`config.mk`:
```
export PLATFORM = sky130hd
export DESIGN_NAME = display_view_scheduler
export DESIGN_NICKNAME = d
export VERILOG_FILES = /design/src/rtl/display_view_scheduler.sv
export SDC_FILE = /design/constraint.sdc
export NUM_CORES = 1
export LEC_CHECK = 0
export BUFFER_PORTS_ARGS = -buffer_cell sky130_fd_sc_hd__buf_2
export CAP_MARGIN = 20
export CORE_MARGIN = 2
export CORE_UTILIZATION = 30
export DETAILED_ROUTE_END_ITERATION = 12
export PLACE_DENSITY = 0.51
export SYNTH_ARGS = -nofsm -noshare
export SYNTH_HDL_FRONTEND = slang
export SYNTH_SLANG_ARGS = --single-unit
```
`constraint.sdc`:
```
create_clock -name clk_500Hz -period 6 [get_ports clk_500Hz]
set_input_delay 0.6 -clock clk_500Hz [delete_from_list [all_inputs] [get_ports clk_500Hz]]
set_output_delay 0.6 -clock clk_500Hz [all_outputs]
set_load 0.01 [all_outputs]
```
`src/rtl/display_view_scheduler.sv`:
```
// display_view_scheduler: parking timer (mm:ss) plus capacity/time view
// sequencing for the multiplexed display. All outputs registered.
// Optional macro FULL_FLASH_EN: blink the display (blank) while the
// capacity view shows a full lot (capacity==0).
module display_view_scheduler #(
   parameter int TICKS_PER_SEC = 500,
   parameter int CAP_DWELL     = 3,
   parameter int TIME_DWELL    = 5
) (
   input  logic       clk_500Hz,
   input  logic       reset,
   input  logic       start,
   input  logic       stop,
   input  logic       view_btn,
   input  logic [2:0] capacity,
   output logic       mode,
   output logic [5:0] minutes,
   output logic [5:0] seconds,
   output logic       running,
   output logic       sec_tick,
   output logic       blank
);

   localparam int PW   = (TICKS_PER_SEC > 1) ? $clog2(TICKS_PER_SEC) : 1;
   localparam int DMAX = (CAP_DWELL > TIME_DWELL) ? CAP_DWELL : TIME_DWELL;
   localparam int DW   = (DMAX > 1) ? $clog2(DMAX + 1) : 1;

   localparam logic [PW-1:0] PRESC_LAST = PW'(TICKS_PER_SEC - 1);
   localparam logic [DW-1:0] CAP_LAST   = DW'(CAP_DWELL - 1);
   localparam logic [DW-1:0] TIME_LAST  = DW'(TIME_DWELL - 1);

   typedef enum logic {CAP_VIEW = 1'b0, TIME_VIEW = 1'b1} state_t;

   state_t        state_q, state_d;
   logic [PW-1:0] presc_q, presc_d;
   logic [DW-1:0] dwell_q, dwell_d;
   logic [5:0]    min_q, min_d, sec_q, sec_d;
   logic          run_q, run_d;
   logic          tick_q, tick_d;
   logic          mode_q, mode_d;
   logic          blank_q, blank_d;
   logic          wrap;

   // A timer second ends on the cycle the prescaler wraps; start restarts the second.
   assign wrap = (presc_q == PRESC_LAST) && !start;

   // Prescaler and one-cycle second pulse.
   always_comb begin
      presc_d = presc_q + 1'b1;
      tick_d  = 1'b0;
      if (start) begin
         presc_d = '0;
      end else if (presc_q == PRESC_LAST) begin
         presc_d = '0;
         tick_d  = 1'b1;
      end
   end

   // Parking timer: restart on start, freeze on stop, saturate at 59:59.
   always_comb begin
      min_d = min_q;
      sec_d = sec_q;
      run_d = run_q;
      if (start) begin
         min_d = '0;
         sec_d = '0;
         run_d = 1'b1;
      end else if (stop) begin
         run_d = 1'b0;
      end else if (wrap && run_q) begin
         if (sec_q != 6'd59) begin
            sec_d = sec_q + 1'b1;
         end else if (min_q != 6'd59) begin
            sec_d = '0;
            min_d = min_q + 1'b1;
         end
      end
   end

   // View FSM: gate events, then the button, then dwell rotation; any entry clears dwell.
   always_comb begin
      state_d = state_q;
      dwell_d = dwell_q;
      if (start || stop) begin
         state_d = TIME_VIEW;
         dwell_d = '0;
      end else if (view_btn) begin
         state_d = (state_q == CAP_VIEW) ? TIME_VIEW : CAP_VIEW;
         dwell_d = '0;
      end else if (wrap) begin
         if (state_q == TIME_VIEW) begin
            if (dwell_q == TIME_LAST) begin
               state_d = CAP_VIEW;
               dwell_d = '0;
            end else begin
               dwell_d = dwell_q + 1'b1;
            end
         end else if (run_q) begin
            // Idle capacity view never rotates, so its dwell simply holds.
            if (dwell_q == CAP_LAST) begin
               state_d = TIME_VIEW;
               dwell_d = '0;
            end else begin
               dwell_d = dwell_q + 1'b1;
            end
         end
      end
      mode_d = (state_d == TIME_VIEW);
   end

`ifdef FULL_FLASH_EN
   // Full-lot flash: toggle each second while showing capacity with no free slot.
   always_comb begin
      blank_d = 1'b0;
      if (state_d == CAP_VIEW && capacity == 3'd0)
         blank_d = wrap ? !blank_q : blank_q;
   end
`else
   logic unused_capacity;
   assign unused_capacity = ^capacity;

   // No flash support: display never blanked.
   always_comb begin
      blank_d = 1'b0;
   end
`endif

   // State registers with synchronous reset.
   always_ff @(posedge clk_500Hz) begin
      if (reset) begin
         state_q <= CAP_VIEW;
         presc_q <= '0;
         dwell_q <= '0;
         min_q   <= '0;
         sec_q   <= '0;
         run_q   <= 1'b0;
         tick_q  <= 1'b0;
         mode_q  <= 1'b0;
         blank_q <= 1'b0;
      end else begin
         state_q <= state_d;
         presc_q <= presc_d;
         dwell_q <= dwell_d;
         min_q   <= min_d;
         sec_q   <= sec_d;
         run_q   <= run_d;
         tick_q  <= tick_d;
         mode_q  <= mode_d;
         blank_q <= blank_d;
      end
   end

   assign mode     = mode_q;
   assign minutes  = min_q;
   assign seconds  = sec_q;
   assign running  = run_q;
   assign sec_tick = tick_q;
   assign blank    = blank_q;

endmodule

```
==> summary.md, run 1 <==
| Metric | Value |
|---|---|
| Initial DRT Pass Iterations | `4` |
| Final instance area | `1570 um2` |
| CP arrival | `2.67 ns` |
| Worst Path Required | `6.21 ns` |
| Final setup violation count | `0` |
| Seq cells post-synth | `27` |
| Post-synth top area share | `38.8%` |
| Int Pwr | `0.231 mW` |
| Cts hold-fix bufs | `0` |
| Min Tclk post-route | `2.46 ns` |
| Post-DP Area | `1530 um2` |
| Crit path max fanout | `9` |
| Total track usage | `12.7%` |
| Max VDD drop | `0.0759 mV` |
| Inserted Clock Buffers | `3` |
| P per Cell Area | `192 nW/um2` |
| Startpoint types | `flop` |
| Top Ports | `24` |
| Setup crit end kind | `flop` |
| HP Class | `reg -> reg` |
| Layout cell share with drive strength beyond 1 | `14.3%` |
| Max Slew Vio Count | `0` |
| Post-route setup TNS | `0 ns` |
| Ys Warns | `0` |
| Mean Syn Cell Area | `8.49 um2` |
| Mapped Cells | `164` |
| Tot Pwr | `0.302 mW` |
| Root Driver | `clkbuf_8` |
| Diodes inserted | `0` |
| Ys async rst share | `0%` |
| Period utilisation layout | `41.0%` |
| Power share of the clock group | `35.4%` |
| Clock skew | `0.00406 ns` |
| Total number of clock tree sinks | `27` |
| Synthesized Nets | `178` |
| Slowest cell delay on critical path | `0.75 ns` |
| Placed cells | `230` |
| Unique cell type count in the Yosys netlist | `46` |
| Maximum clock insertion buffer count | `2` |
| DRT Wirelength | `3190 um` |
| Clock Pin Slew Worst Setup and Hold Paths | `0.10 ns` |
| Initial antenna violation count | `0` |
| RSZ-0062 raised after global routing | `no` |
| Area of the core | `4410 um2` |
| Ordered list of cells on the worst path | `ha_1 -> nand4bb_1 -> or4_1 -> or4b_1 -> a21oi_1` |
| Flop pwr share | `60.6%` |
| Netlist Area Pre-Place | `1390 um2` |
| Vias in the first global route | `1202` |
| Flop-to-flop setup slack | `3.54 ns` |
| Total grt overflow | `0` |
| Slew margin rel. | `43.1%` |
| Core Rows | `24` |
| Area leader, netlist | `dfxtp_1` |
| FMAX | `0.407 GHz` |
| Post-synth EDFFs | `0` |
| Drt drc | `0` |
| Seq/Total Area, Yosys | `38.8%` |
| Worst reg-to-reg path cell count | `5` |
| Initial drt markers | `83` |
| Switching pwr | `0.0702 mW` |
| Leakage | `0.547 nW` |
| Synth area leaders | `dfxtp_1 (39%), ha_1 (5.4%), or3_1 (4.5%), a21oi_1 (4.3%), nand2_1 (3.8%)` |
| Worst setup path class | `reg -> reg` |
| Reg2Reg Launch Point | `presc_q[0]` |
| Final hold viol count | `0` |
| CTS tree | `built` |
| H-tree depth | `1` |
| Hold Path Stages | `1` |
| Latest clock arrival within the worst-skew pair | `0.27 ns` |
| Die height | `72.1 um` |
| Post-DRT Antenna Nets | `0` |
| Tightest Pin Transition | `0.846 ns` |
| Initial Util | `31.5%` |
| Largest net degree at the start of global routing | `16` |
| Vias/cell | `5.46` |
| Status | `complete, no violations` |
| IO Port Bufs | `19` |
| First-pass GRT wire length | `5410 um` |
| PostCTS Resize Cnt | `0` |
| Worst Hold End | `presc_q[0]` |
| Synth Flop Type | `dfxtp_1` |
| Routed vias | `1278` |
| Worst flop-to-flop path endpoint | `seconds[4]` |
| DR WL/cell | `13.6 um` |
| Max-cap violations | `0` |
| Layout Nets | `197` |
| Post-CTS Setup Repair Bufs | `0` |
| Switching part of the total power | `23.3%` |
| Die area | `5200 um2` |
| Combinational power share | `4.1%` |
| Area Growth Syn to Fin | `13.0%` |
| Final RePlAce weighted congestion | `0.739` |
| Hpwl dp | `2320 um` |
| Die Wd | `72.1 um` |
| CP max-delay cell | `or4_1` |
| Post-route insts no fill | `234` |
| HP Start | `presc_q[0]` |
final cells by class:
type | count | area [um2]
fillers | 476 | 2840
multi-input cells | 124 | 797
flip-flops and latches | 27 | 541
repair buffers | 19 | 95.1
well taps | 52 | 65.1
clock buffers | 3 | 41.3
inverters | 8 | 30.0
clock inverters | 1 | 5.00
flip-flops by register name, indices dropped and copies added (netlist names):
register / cells
seconds: 6
running: 1
mode: 1
presc_q: 9
dwell_q: 3
minutes: 6
sec_tick: 1
Yosys cell counts, types with 2 or more instances:
cell       instances
clkbuf_1           2
nand2_1           14
nand3_1            8
xnor2_1            3
or3_1             10
ha_1               6
a31oi_1            2
a211oi_1           2
a2111oi_0          2
or4_1              4
o21ai_0            9
nand2b_1           2
buf_2              2
a21oi_1           12
nor4_1             4
o31ai_1            3
inv_1              8
nor3_1             3
nor2_1            13
dfxtp_1           27
a32o_1             2
nand3b_1           2
layout by cell type, fill, tap and decap left out, types with 2 or more instances in the layout:
master / instances
dfxtp_1: 27
buf_2: 19
nand2_1: 14
nor2_1: 13
a21oi_1: 12
or3_1: 10
o21ai_0: 9
inv_1: 8
nand3_1: 8
ha_1: 6
or4_1: 4
nor4_1: 4
xnor2_1: 3
nor3_1: 3
o31ai_1: 3
clkbuf_8: 3
nand2b_1: 2
a2111oi_0: 2
a32o_1: 2
nand3b_1: 2
a31oi_1: 2
a211oi_1: 2
critical path, delay by kind of cell, from the launching register on:
kind	cells	cell delay (ns)
compound gates	1	0.15
fa+ha+maj	1	0.22
flops	1	0.39
simple gates	3	1.63
worst max path at each step:
| stage | start | endpoint | slack (ns) | cells past startpoint |
|---|---|---|---|---|
| global route | presc_q[0] | seconds[4] | 3.41 | 5 |
| CTS | presc_q[0] | seconds[4] | 3.53 | 5 |
| global placement | presc_q[0] | seconds[4] | 3.61 | 5 |
| detailed placement | presc_q[0] | seconds[4] | 3.57 | 5 |
| finish | presc_q[0] | seconds[4] | 3.54 | 5 |
| floorplan | start | seconds[4] | 3.89 | 5 |
routing by layer:
metal	vias up	global-route usage, %	routed length [um]
li1	647	-	-
met5	-	0	0
met3	2	1.94	92
met4	0	4.82	25
met2	16	21.0	1540
met1	613	16.8	1530
per-stage QoR:
stage	setup WS [ns]	utilization (%)	hold slack (ns)
floorplan	3.89	-	0.430
global placement	3.61	34.6	0.440
detailed placement	3.57	34.6	0.451
CTS	3.53	35.7	0.482
global route	3.41	35.7	0.512
finish	3.54	35.7	0.480
power groups by stage:
stage	logic, mW	clock network (mW)	registers (mW)
2_1_floorplan	0.00782	0	0.187
3_3_place_gp	0.0122	0	0.187
3_5_place_dp	0.0122	0	0.187
4_1_cts	0.0123	0.111	0.183
5_1_grt	0.0140	0.115	0.183
6_report	0.0123	0.107	0.183
cells by family after synthesis:
kind of cell / synth area share [%]
adders and majority gates: 5.39
xor gates and xnor gates: 2.52
muxes: 0.719
AOI/OAI and AO/OA: 19.0
and+or+nand+nor: 29.3
DFF: 38.8
other: 0.269
buffers and inverters: 3.95
Note: power is estimated with default switching activity, not from simulation.
==> inputs of run 2 (changes only) <==
--- a/config.mk
+++ b/config.mk
@@ -10,7 +10,7 @@
 export CORE_MARGIN = 2
 export CORE_UTILIZATION = 30
 export DETAILED_ROUTE_END_ITERATION = 12
-export PLACE_DENSITY = 0.51
+export PLACE_DENSITY = 0.53
 export SYNTH_ARGS = -nofsm -noshare
 export SYNTH_HDL_FRONTEND = slang
 export SYNTH_SLANG_ARGS = --single-unit
==> constraint.sdc (replaced) <==
create_clock -name clk_500Hz -period 2.1 [get_ports clk_500Hz]
set_input_delay 0.21 -clock clk_500Hz [delete_from_list [all_inputs] [get_ports clk_500Hz]]
set_output_delay 0.21 -clock clk_500Hz [all_outputs]
set_load 0.01 [all_outputs]
==> summary.md, run 2 (synthesis results as in run 1) <==
| Metric | Value |
|---|---|
| Routed vias | `1304` |
| Total number of clock tree sinks | `27` |
| Hpwl dp | `2390 um` |
| Final Util | `37.1%` |
| Cts hold-fix bufs | `0` |
| Core Rows | `24` |
| CTS tree | `built` |
| Root Driver | `clkbuf_8` |
| P per Cell Area | `521 nW/um2` |
| Commonest non-fill, non-tap cell in the layout | `dfxtp_1` |
| Max-cap violations | `0` |
| Placed cells | `237` |
| Maximum clock insertion buffer count | `2` |
| CP Buf/Inv Count | `1` |
| Min Tclk post-route | `2.02 ns` |
| Largest net degree at the start of global routing | `16` |
| PostCTS Resize Cnt | `0` |
| Top reg by flops | `presc_q` |
| Crit path max fanout | `7` |
| Final setup violation count | `0` |
| Max Slew Vio Count | `0` |
| Layout Nets | `204` |
| Clock skew | `0.0110 ns` |
| Initial DRT Pass Iterations | `4` |
| Top Ports | `24` |
| DRT Wirelength | `3140 um` |
| Die Wd | `72.1 um` |
| Final hold viol count | `0` |
| Area Growth Syn to Fin | `17.7%` |
| DR WL/cell | `13.0 um` |
| Startpoint types | `flop` |
| Period utilisation layout | `96.1%` |
| Post-DRT Antenna Nets | `0` |
| Cell family with most CP delay | `simple AND/OR/NAND/NOR gates` |
| H-tree depth | `1` |
| IO Port Bufs | `19` |
| Worst setup path class | `reg -> reg` |
| CP arrival | `2.17 ns` |
| Vias/cell | `5.41` |
| First-pass GRT wire length | `5600 um` |
| Post-route insts no fill | `241` |
| Final RePlAce weighted congestion | `0.793` |
| Die height | `72.1 um` |
| Layout cell share with drive strength beyond 1 | `19.0%` |
| Vias in the first global route | `1257` |
| Setup crit end kind | `flop` |
| Initial Util | `31.5%` |
| Footprint of the multi-input gates | `810 um2` |
| Post-route setup TNS | `0 ns` |
| Initial drt markers | `89` |
| Diodes inserted | `0` |
| Max VDD drop | `0.254 mV` |
| Tightest Pin Transition | `0.615 ns` |
| Area of the core | `4410 um2` |
| Slew margin rel. | `58.7%` |
| Die area | `5200 um2` |
| Total grt overflow | `0` |
| Post-DP Area | `1580 um2` |
| Clock Pin Slew Worst Setup and Hold Paths | `0.10 ns` |
| Final instance area | `1640 um2` |
| Slowest cell delay on critical path | `0.51 ns` |
| RSZ-0062 raised after global routing | `no` |
| CP max-delay cell | `or4_4` |
| Drt drc | `0` |
| Total track usage | `13.0%` |
| HP Class | `in -> reg` |
| Status | `complete, no violations` |
| Ordered list of cells on the worst path | `ha_2 -> nand4bb_1 -> or4_4 -> buf_4 -> o41ai_1 -> a21oi_1` |
| Latest clock arrival within the worst-skew pair | `0.27 ns` |
| Initial antenna violation count | `0` |
| FMAX | `0.496 GHz` |
| Inserted Clock Buffers | `3` |
| Most frequent cells in the layout | `dfxtp_1 (27), buf_2 (19), nand2_1 (14)` |
| Worst Path Required | `2.25 ns` |
| Max reg flops | `9` |
| Register Area | `541 um2` |
| Filler instances | `479` |
| Post-CTS Setup Repair Bufs | `0` |
| Leakage | `0.578 nW` |
run 2: changes by cell type in the layout (fill, tap and decap cells not counted), sizes merged:
cell / previous run / this run
buf: 19 / 26
run 2: path summary, 6_finish.rpt:
path / cells after the start / endpoint / slack, ns / from
max: 6 / seconds[4] / 0.08 / presc_q[1]
min: 2 / running / 0.15 / reset
max reg2reg: 6 / seconds[4] / 0.08 / presc_q[1]
min reg2reg: 1 / dwell_q[0] / 0.49 / dwell_q[0]
run 2: through the flow:
step / hold WS, ns / power [mW] / worst slack (ns)
4_1_cts: 0.144 / 0.871 / 0.0510
3_5_place_dp: 0.433 / 0.573 / 0.0436
2_1_floorplan: 0.279 / 0.556 / 0.0134
5_1_grt: 0.149 / 0.900 / 0.0112
6_report: 0.150 / 0.854 / 0.0826
3_3_place_gp: 0.430 / 0.572 / 0.123
run 2: cell type report:
cell class                      instances  area share [%]
Clock buffer                            3            2.52
Timing Repair Buffer                   26            9.01
Clock inverter                          1           0.305
Multi-Input combinational cell        124            49.4
Sequential cell                        27            33.0
Inverter                                8            1.83
Tap cell                               52            3.97
run 2: layer usage:
metal  global-route usage, %  up-vias  wire, um  share of wire, %
met2                    23.0       16      1550                50
met1                    16.3      623      1470                47
met4                    2.52        0        20              0.64
li1                        -      660         -                 -
met5                       0        -         0                 0
met3                    2.92        5        96               3.1
run 2: power by group:
| part | internal, mW | switching [mW] | leakage (nW) | total (mW) |
|---|---|---|---|---|
| registers | 0.516 | 0.00522 | 0.218 | 0.521 |
| clock network | 0.133 | 0.160 | 0.0255 | 0.293 |
| logic | 0.0147 | 0.0245 | 0.334 | 0.0393 |
| total | 0.664 | 0.190 | 0.578 | 0.854 |
run 2: worst reg2reg max path: stages, from the launching register on:
cell and delay (ns):
dfxtp_1 0.37, ha_2 0.22, nand4bb_1 0.14, or4_4 0.51, buf_4 0.18, o41ai_1 0.36
a21oi_1 0.13
